===== config.mk =====
export PLATFORM = sky130hd
export DESIGN_NAME = press_window_controller
export DESIGN_NICKNAME = d
export VERILOG_FILES = /design/src/rtl/press_window_controller_pkg.sv /design/src/rtl/press_window_controller_sec_tick_gen.sv /design/src/rtl/press_window_controller.sv
export SDC_FILE = /design/constraint.sdc
export NUM_CORES = 1
export LEC_CHECK = 0
export CAP_MARGIN = 5
export CORE_UTILIZATION = 51
export DETAILED_ROUTE_END_ITERATION = 6
export PLACE_DENSITY = 0.76
export SYNTH_ARGS = -nofsm -noshare
export SYNTH_HDL_FRONTEND = slang
export SYNTH_SLANG_ARGS = --single-unit

===== constraint.sdc =====
create_clock -name clk -period 2.58 [get_ports clk]
set_clock_uncertainty 0.15 [all_clocks]
set_input_delay 0.774 -clock clk [delete_from_list [all_inputs] [get_ports clk]]
set_output_delay 0.774 -clock clk [all_outputs]
set_load 0.05 [all_outputs]

===== src/rtl/press_window_controller_pkg.sv =====
// Shared state encoding, widths and helpers for the press-window controller.
package press_window_controller_pkg;

  typedef enum logic [1:0] {
    IDLE   = 2'd0,
    ARM    = 2'd1,
    WINDOW = 2'd2,
    COMMIT = 2'd3
  } state_t;

  localparam int         MODE_W    = 2;
  localparam int         COUNT_W   = 32;
  localparam logic [1:0] PRESS_MAX = 2'd3;

  function automatic logic [1:0] sat_inc(input logic [1:0] v);
    return (v == PRESS_MAX) ? v : v + 2'd1;
  endfunction

endpackage


===== src/rtl/press_window_controller_sec_tick_gen.sv =====
// Free-running 1 s prescaler: one-cycle tick every CLK_HZ enabled cycles.
module sec_tick_gen #(
  parameter int CLK_HZ = 100_000_000
) (
  input  logic clk,
  input  logic reset,
  input  logic clr,
  input  logic en,
  output logic tick
);

  localparam int            PW   = (CLK_HZ > 1) ? $clog2(CLK_HZ) : 1;
  localparam logic [PW-1:0] LAST = PW'(CLK_HZ - 1);

  logic [PW-1:0] pre;

  assign tick = en & ~clr & (pre == LAST);

  // clr wins over en so the window always starts from a clean phase
  always_ff @(posedge clk or posedge reset) begin
    if (reset)        pre <= '0;
    else if (clr)     pre <= '0;
    else if (en)      pre <= (pre == LAST) ? '0 : pre + 1'b1;
  end

endmodule


===== src/rtl/press_window_controller.sv =====
// Press-counting window sequencer: arms a window, counts button edges, commits mode.
module press_window_controller
  import press_window_controller_pkg::*;
#(
  parameter int                 CLK_HZ   = 100_000_000,
  parameter logic [COUNT_W-1:0] WINDOW_S = 32'd3
) (
  input  logic               clk,
  input  logic               reset,
  input  logic               pushbutton,
  input  logic               enable,
  output logic               new_state,
  output logic [COUNT_W-1:0] count,
  output logic [1:0]         press_count,
  output logic [MODE_W-1:0]  mode,
  output logic               commit,
  output logic               busy
);

  state_t state;
  logic   btn_q;
  logic   tick;
  logic   pre_clr;
  logic   pre_en;
  logic   press;

  assign pre_en  = (state == WINDOW);
  assign pre_clr = (state != WINDOW);
  assign press   = pushbutton & ~btn_q;

  sec_tick_gen #(.CLK_HZ(CLK_HZ)) u_tick (
    .clk   (clk),
    .reset (reset),
    .clr   (pre_clr),
    .en    (pre_en),
    .tick  (tick)
  );

  assign new_state = (state == ARM);
  assign commit    = (state == COMMIT);
  assign busy      = (state != IDLE);

  always_ff @(posedge clk or posedge reset) begin
    if (reset) begin
      state       <= IDLE;
      btn_q       <= 1'b0;
      count       <= '0;
      press_count <= '0;
      mode        <= '0;
    end else begin
      // loaded in ARM too, so a button already held at window start is not a press
      btn_q <= pushbutton;
      case (state)
        IDLE: if (enable) state <= ARM;
        ARM: begin
          count       <= WINDOW_S;
          press_count <= '0;
          state       <= WINDOW;
        end
        WINDOW: begin
          if (!enable) begin
            state       <= IDLE;
            count       <= '0;
            press_count <= '0;
          end else begin
            if (press) press_count <= sat_inc(press_count);
            if (tick) begin
              if (count == 32'd1) begin
                count <= '0;
                state <= COMMIT;
              end else if (count != '0) begin
                count <= count - 32'd1;
              end
            end
          end
        end
        COMMIT: begin
          mode  <= mode + press_count;
          state <= enable ? ARM : IDLE;
        end
        default: state <= IDLE;
      endcase
    end
  end

endmodule


## After elaboration in Yosys (flattened, before gate mapping)

Cells that the tools add are included.

- Bitwise logic cells: 5
- Multiplexer cells: 18
- Equality and inequality tests: 13
- Reductions and logical operators: 8
- Add/sub/neg operators: 4

Operator list:

| kind | number |
|---|---|
| 2-to-1 mux 32 bit | 4 |
| 2-to-1 mux 27 bit | 3 |
| one-hot mux 32 bit (2 select lines) | 1 |
| equality test 32 x 1 -> 1 bit (second input constant) | 1 |
| nonzero test 32 bit | 1 |
| subtractor 32 x 1 -> 32 bit (second input constant) | 1 |
| adder 27 x 1 -> 27 bit (second input constant) | 1 |
| equality test 27 bit (second input constant) | 1 |
| 2-to-1 mux 2 bit | 7 |
| != test 3 bit (second input constant) | 4 |
| AND reduction 3 bit | 3 |
| one-hot mux 2 bit (4 select lines) | 1 |
| equality test 2 bit (second input constant) | 3 |
| nonzero test 2 bit | 3 |
| != test 2 bit (second input constant) | 2 |
| != test 4 bit (second input constant) | 1 |
| one-hot mux 2 bit (2 select lines) | 1 |
| bitwise AND 1 bit | 3 |
| adder 2 x 1 -> 2 bit (second input constant) | 1 |
| adder 2 bit | 1 |
| equality test 2 x 1 -> 1 bit (second input constant) | 1 |
| zero test 2 bit | 1 |
| NOT 1 bit | 2 |
| 2-to-1 mux 1 bit | 1 |

- Register bits after elaboration: 66

## Depth between registers and ports, before layout

- Depth in word-level cells: 7
- Gate-level depth with buffers: 10
- Depth with buffers taken out: 7

## Hierarchy

A second synthesis with hierarchy kept.

- Cells, all modules: 438
- Area total of the unflattened synthesis: 4,056.4 µm²

Modules (own cells, without submodules):

| module | cells each | area an instance (µm²) | instances |
|---|---|---|---|
| press_window_controller | 241 | 2,352.3 | 1 |
| sec_tick_gen | 197 | 1,704.1 | 1 |

## Worst setup path before layout

No wires, ideal clock.

- Kind: reg-to-reg
- From: reg count[4]
- To: reg count[19]
- Data arrival time: 2.526 ns
- Setup time: 0.120 ns
- Stages on the path, launching flop included: 9
- Clock period less this slack: 2.796 ns
- Setup slack: -0.216 ns
- Buffers on the path: 2
- Path through: dfrtp_1 > or4_1 > nor3_1 > buf_2 > nand4_1 > a21o_2 > buf_6 > a32o_1 > a31o_2

- Word-level cells in the longest chain between the ends: 6
- Elaborated cells between the ends (all ways): 10
- Those cells by class: 1 x add/sub; 2 x eq/ne; 5 x mux; 2 x reduce/logical

Ends and longest elaborated chain:

| what | RTL line | source |
|---|---|---|
| start: declaration | press_window_controller.sv:13 | `output logic [COUNT_W-1:0] count,` |
| start signal: assignment | press_window_controller.sv:72 | `count <= count - 32'd1;` |
| subtractor 32 x 1 -> 32 bit | press_window_controller.sv:72 |  |
| 2-to-1 mux 32 bit | press_window_controller.sv:71 | `end else if (count != '0) begin` |
| 2-to-1 mux 32 bit | press_window_controller.sv:68 | `if (count == 32'd1) begin` |
| 2-to-1 mux 32 bit | press_window_controller.sv:67 | `if (tick) begin` |
| 2-to-1 mux 32 bit | press_window_controller.sv:61 | `if (!enable) begin` |
| one-hot mux 32 bit (2 select lines) | press_window_controller.sv:53 | `case (state)` |

Parallel ways exist; a longest one is shown, timed or not. The select of a mux whose other input is x is not followed.
A chain may end at the register's enable or synchronous reset.

## Worst setup path after layout

- From: reg u_tick.pre[25]
- To: reg count[6]

- Word-level cells in the longest chain between the ends: 4

Ends and longest elaborated chain:

| what | RTL line | source |
|---|---|---|
| start: declaration | press_window_controller_sec_tick_gen.sv:15 | `logic [PW-1:0] pre;` |
| start signal: assignment | press_window_controller_sec_tick_gen.sv:23 | `else if (en) pre <= (pre == LAST) ? '0 : pre + 1'b1;` |
| equality test 27 bit | press_window_controller_sec_tick_gen.sv:17 | `assign tick = en & ~clr & (pre == LAST);` |
| bitwise AND 1 bit | press_window_controller_sec_tick_gen.sv:17 |  |
| != test 3 bit (no source line) | n/a |  |
| AND reduction 3 bit (no source line) | n/a |  |

Every way passes these cells.

==> report_table.html <==
<table>
<tr><th>Metric</th><th>Value</th></tr>
<tr><th colspan="2">Status</th></tr>
<tr><td>Result of the run</td><td>finished, violations left</td></tr>
<tr><td>Violations in the final reports</td><td>negative setup slack</td></tr>
<tr><th colspan="2">Yosys</th></tr>
<tr><td>Total number of yosys warnings</td><td>0</td></tr>
<tr><td>Ys async rst share</td><td>100.0%</td></tr>
<tr><td>Number of library cell types mapped by synthesis</td><td>50</td></tr>
<tr><td>Compound-Gate Fraction of Synth Area</td><td>14.07%</td></tr>
<tr><td>Post-synthesis sequential area ratio</td><td>43.51%</td></tr>
<tr><td>Largest family of logic cells by synthesized area</td><td>simple AND/OR/NAND/NOR gates</td></tr>
<tr><td>Leading register cell type out of synthesis</td><td>sky130_fd_sc_hd__dfrtp_1</td></tr>
<tr><td>Number of synthesized register bits</td><td>66</td></tr>
<tr><td>Share of synthesized cell area in and, or, nand and nor gates</td><td>27.98%</td></tr>
<tr><td>Multiplexer fraction of the synthesized cell area</td><td>0.8899%</td></tr>
<tr><td>Post-synthesis adder-cell area fraction</td><td>3.296%</td></tr>
<tr><td>XOR/XNOR Fraction of Synth Area</td><td>5.537%</td></tr>
<tr><td>Number of standard cells after synthesis</td><td>416</td></tr>
<tr><td>Syn Nets</td><td>430</td></tr>
<tr><td>EDFF count, synth</td><td>0</td></tr>
<tr><td>Synthesized area divided by synthesized cell count</td><td>9.125 um^2</td></tr>
<tr><td>Summed instance area of the synthesized netlist</td><td>3796 um^2</td></tr>
<tr><th colspan="2">Min path</th></tr>
<tr><td>Worst Hold Launch</td><td>u_tick.pre[0]$_DFF_PP0_</td></tr>
<tr><td>Hold Path Depth</td><td>1</td></tr>
<tr><td>Capture endpoint of the worst hold path</td><td>u_tick.pre[0]$_DFF_PP0_</td></tr>
<tr><td>Min-Delay Path Class</td><td>reg -&gt; reg</td></tr>
<tr><th colspan="2">Detailed routing</th></tr>
<tr><td>WL final</td><td>12,450 um</td></tr>
<tr><td>Average wire per standard cell</td><td>19.71 um</td></tr>
<tr><td>Initial DRC Count</td><td>438</td></tr>
<tr><td>DR DRC count</td><td>0</td></tr>
<tr><td>Drt first pass iters</td><td>5</td></tr>
<tr><td>Via Count</td><td>4,061</td></tr>
<tr><td>Vias per cell</td><td>6.426</td></tr>
<tr><td>Number of nets still failing antenna checks after routing</td><td>0</td></tr>
<tr><th colspan="2">Clock network</th></tr>
<tr><td>Clock insertion delay at the later pin of the skew report</td><td>360 ps</td></tr>
<tr><td># H-tree levels</td><td>3</td></tr>
<tr><td>Count of clock tree sinks</td><td>66</td></tr>
<tr><td>Max Root-Sink Buffers</td><td>2</td></tr>
<tr><td>Clock-pin slew of the registers on the worst-case setup and hold paths</td><td>80 ps</td></tr>
<tr><td>Clock buffers created by TritonCTS</td><td>9</td></tr>
<tr><td>Clock root buffer master</td><td>sky130_fd_sc_hd__clkbuf_8</td></tr>
<tr><td>TritonCTS clock tree</td><td>built</td></tr>
<tr><th colspan="2">Setup path</th></tr>
<tr><td>Depth of the worst register-to-register path</td><td>8</td></tr>
<tr><td>Required arrival time at the worst endpoint</td><td>2690 ps</td></tr>
<tr><td>Worst reg2reg endpoint</td><td>count[6]$_DFFE_PP0P_</td></tr>
<tr><td>CP startpoint kind</td><td>register</td></tr>
<tr><td>Maximum fanout along the worst path</td><td>10</td></tr>
<tr><td>Reg2Reg Launch Point</td><td>u_tick.pre[25]$_DFF_PP0_</td></tr>
<tr><td>CP endpoint kind</td><td>register</td></tr>
<tr><td>Kind of critical path</td><td>reg -&gt; reg</td></tr>
<tr><td>Arrival time of the worst setup path</td><td>2880 ps</td></tr>
<tr><td>Register-to-Register Setup Slack</td><td>-200 ps</td></tr>
<tr><th colspan="2">Global routing</th></tr>
<tr><td>Maximum number of pins on one net before global-route repair</td><td>67</td></tr>
<tr><td>First-pass GRT wire length</td><td>17,280 um</td></tr>
<tr><td>Global-route usage over all layers</td><td>29.06%</td></tr>
<tr><td>Number of antenna violations at the first check in global routing</td><td>0</td></tr>
<tr><td>Final global-route overflow total</td><td>0</td></tr>
<tr><td>Vias in the first global route</td><td>3,611</td></tr>
<tr><th colspan="2">Power and ir drop</th></tr>
<tr><td>Internal power</td><td>0.002639 W</td></tr>
<tr><td>Worst supply voltage drop on vdd</td><td>0.7962 mV</td></tr>
<tr><td>Power share of the combinational group</td><td>54.1%</td></tr>
<tr><td>Part of the power in registers</td><td>25.2%</td></tr>
<tr><td>Psw</td><td>0.002209 W</td></tr>
<tr><td>Switching Share</td><td>45.57%</td></tr>
<tr><td>Leakage dissipation</td><td>2.697 nW</td></tr>
<tr><td>Relative contribution of the clock network to total power</td><td>20.7%</td></tr>
<tr><td>Pwr Density</td><td>870.8 nW/um^2</td></tr>
<tr><th colspan="2">STA</th></tr>
<tr><td>Fin. max-slew vios</td><td>0</td></tr>
<tr><td>Share of the clock period used by the worst path</td><td>107.6%</td></tr>
<tr><td>Achievable Freq</td><td>0.3601 GHz</td></tr>
<tr><td>RSZ-0062 raised after global routing</td><td>yes</td></tr>
<tr><td>Setup slack of the critical path after layout</td><td>-196.9 ps</td></tr>
<tr><td>Slew @ Worst Pin</td><td>690.5 ps</td></tr>
<tr><td>Post-layout min period</td><td>2777 ps</td></tr>
<tr><td>Final hold violations</td><td>0</td></tr>
<tr><td>Slew Limit Headroom</td><td>53.80%</td></tr>
<tr><td>Setup violation total in the final timing report</td><td>61</td></tr>
<tr><td>Aggregate negative setup slack</td><td>-7317 ps</td></tr>
<tr><th colspan="2">Floorplan</th></tr>
<tr><td>Number of top-level design ports</td><td>43</td></tr>
<tr><td>Effective utilization at floorplan</td><td>52.62%</td></tr>
<tr><td>Y dimension of the die</td><td>88.28 um</td></tr>
<tr><td>Rows</td><td>31</td></tr>
<tr><td>Core Region</td><td>7214 um^2</td></tr>
<tr><td>DIE AREA</td><td>7792 um^2</td></tr>
<tr><td>Die Wd</td><td>88.28 um</td></tr>
<tr><th colspan="2">Cells and area</th></tr>
<tr><td>Final core occ</td><td>77.18%</td></tr>
<tr><td>Number of diodes added for antenna fixing</td><td>0</td></tr>
<tr><td>Synth-to-layout area growth</td><td>46.67%</td></tr>
<tr><td>Fraction of final layout cells with drive strength greater than 1</td><td>31.52%</td></tr>
<tr><td>Net count of the finished layout</td><td>542</td></tr>
<tr><th colspan="2">Placement</th></tr>
<tr><td>Port-buffer cells</td><td>42</td></tr>
<tr><td>RD Place Congestion</td><td>0.8985</td></tr>
<tr><td>Detailed Place HPWL</td><td>7082 um</td></tr>
<tr><th colspan="2">Flow run</th></tr>
<tr><td>Number of maximum-capacitance violations</td><td>0</td></tr>
</table>
## routing by layer
metal | track usage (%) | routed length [um]
met2 | 45.94 | 5862
met5 | 0 | 0
met3 | 6.810 | 1059
met1 | 37.88 | 5002
met4 | 13.78 | 529
## state kept, by name, indices dropped and copies added (netlist names)
name / count
press_count: 2
mode: 2
u_tick.pre: 27
btn_q: 1
count: 32
state: 2
## synthesized netlist by cell type, types with 2 or more instances
cell type / n / share of area (%)
sky130_fd_sc_hd__o21ai_0: 15 / 2.0
sky130_fd_sc_hd__a211oi_1: 4 / 0.79
sky130_fd_sc_hd__nand4b_1: 6 / 1.4
sky130_fd_sc_hd__ha_1: 10 / 3.3
sky130_fd_sc_hd__nor3_1: 11 / 1.5
sky130_fd_sc_hd__o31ai_1: 3 / 0.59
sky130_fd_sc_hd__or4_1: 6 / 1.2
sky130_fd_sc_hd__or4b_1: 2 / 0.53
sky130_fd_sc_hd__nand3_1: 29 / 3.8
sky130_fd_sc_hd__a21oi_1: 6 / 0.79
sky130_fd_sc_hd__nand2b_1: 4 / 0.66
sky130_fd_sc_hd__and4_1: 5 / 1.2
sky130_fd_sc_hd__o221ai_1: 4 / 0.92
sky130_fd_sc_hd__a21o_1: 2 / 0.40
sky130_fd_sc_hd__and3_1: 7 / 1.2
sky130_fd_sc_hd__buf_2: 8 / 1.1
sky130_fd_sc_hd__o311ai_0: 2 / 0.46
sky130_fd_sc_hd__inv_1: 14 / 1.4
sky130_fd_sc_hd__dfrtp_1: 66 / 44
sky130_fd_sc_hd__o211ai_1: 8 / 1.6
sky130_fd_sc_hd__buf_6: 3 / 0.89
sky130_fd_sc_hd__xor2_1: 17 / 3.9
sky130_fd_sc_hd__and2_1: 4 / 0.66
sky130_fd_sc_hd__a211o_1: 2 / 0.46
sky130_fd_sc_hd__nor2b_1: 2 / 0.33
sky130_fd_sc_hd__xnor2_1: 7 / 1.6
sky130_fd_sc_hd__nand4_1: 21 / 3.5
sky130_fd_sc_hd__o41ai_1: 2 / 0.46
sky130_fd_sc_hd__nor2_1: 39 / 3.9
sky130_fd_sc_hd__a31oi_1: 7 / 1.2
sky130_fd_sc_hd__nand2_1: 43 / 4.3
sky130_fd_sc_hd__o311ai_1: 9 / 2.1
sky130_fd_sc_hd__a32oi_1: 2 / 0.46
sky130_fd_sc_hd__mux2_2: 3 / 0.89
sky130_fd_sc_hd__or3_1: 10 / 1.6
sky130_fd_sc_hd__nor4_1: 8 / 1.3
sky130_fd_sc_hd__clkbuf_1: 12 / 1.2
## worst max-delay path: stages (launching register included)
cell                       delay (ps)
sky130_fd_sc_hd__dfrtp_1          400
sky130_fd_sc_hd__or4_4            520
sky130_fd_sc_hd__or4_4            430
sky130_fd_sc_hd__and4bb_1         300
sky130_fd_sc_hd__buf_6            180
sky130_fd_sc_hd__a21o_4           230
sky130_fd_sc_hd__buf_12           140
sky130_fd_sc_hd__nand3_2          110
sky130_fd_sc_hd__o31ai_2          230
## how the worst max path moves through the flow
stage,from,to
after global routing,u_tick.pre[25]$_DFF_PP0_,count[22]$_DFFE_PP0P_
after global placement,u_tick.pre[25]$_DFF_PP0_,count[1]$_DFFE_PP0P_
after detailed placement,u_tick.pre[25]$_DFF_PP0_,count[4]$_DFFE_PP0P_
after floorplan,count[4]$_DFFE_PP0P_,count[19]$_DFFE_PP0P_
final,u_tick.pre[25]$_DFF_PP0_,count[6]$_DFFE_PP0P_
after CTS,u_tick.pre[11]$_DFF_PP0_,count[22]$_DFFE_PP0P_
## stage by stage
step | total power (W) | setup WS (ps) | hold slack [ps] | area (um^2) | std cells
final | 0.004849 | -196.9 | 323.0 | 5568 | 632
after global routing | 0.005020 | -243.1 | 355.6 | 5568 | 632
after CTS | 0.004435 | -112.8 | 332.5 | 5187 | 622
after detailed placement | 0.003344 | -214.1 | 321.8 | 4796 | 596
after global placement | 0.003295 | -125.1 | 314.0 | 4796 | 596
after floorplan | 0.002544 | -79.33 | 297.9 | 3855 | 416
## final cells by class
class	count	area, um^2
Multi-Input combinational cell	315	2275
Sequential cell	66	1678
Fill cell	451	1647
Timing Repair Buffer	122	1207
Clock buffer	10	137.6
Tap cell	99	123.9
Clock inverter	6	90.09
Inverter	14	56.30
## power groups by stage
stage / clock [W] / sequential [W] / combinational [W]
2_1_floorplan: 0 / 0.00146 / 0.00108
3_3_place_gp: 0 / 0.00123 / 0.00207
3_5_place_dp: 0 / 0.00123 / 0.00211
4_1_cts: 0.00100 / 0.00121 / 0.00222
5_1_grt: 0.00106 / 0.00123 / 0.00274
6_report: 0.00100 / 0.00122 / 0.00262
## cell families (layout without fill, tap and decap cells)
logic type                 count (synthesis)  in the layout
adders and majority gates                 10             10
and+or+nand+nor                          202            202
buffers and inverters                     38            152
xor gates and xnor gates                  24             24
muxes                                      3              3
DFF                                       66             66
AOI/OAI and AO/OA                         73             76
## cell usage in the layout, fill, tap and decap left out, drive strengths merged, types with 8 or more instances in the layout
cell and count:
buf 81, dfrtp 66, nand2 43, nor2 39, nand3 29, nand4 21
dlymetal6s2s 18, xor2 17, o21ai 15, inv 13, clkdlybuf4s50 13, clkbuf 13
nor3 11, a21oi 11, o311ai 11, or3 10, ha 10, nor4 8
o211ai 8
## timing repair
action / 4_1_cts / 5_1_grt
setup endpoints to repair: 41 / 76
pin swaps: 9 / 18
buffers inserted: 8 / 5
hold buffers: 0 / 0
resized for setup: 29 / 55
gates cloned: 2 / 6
No activity file was read; power rests on OpenSTA's default activity.
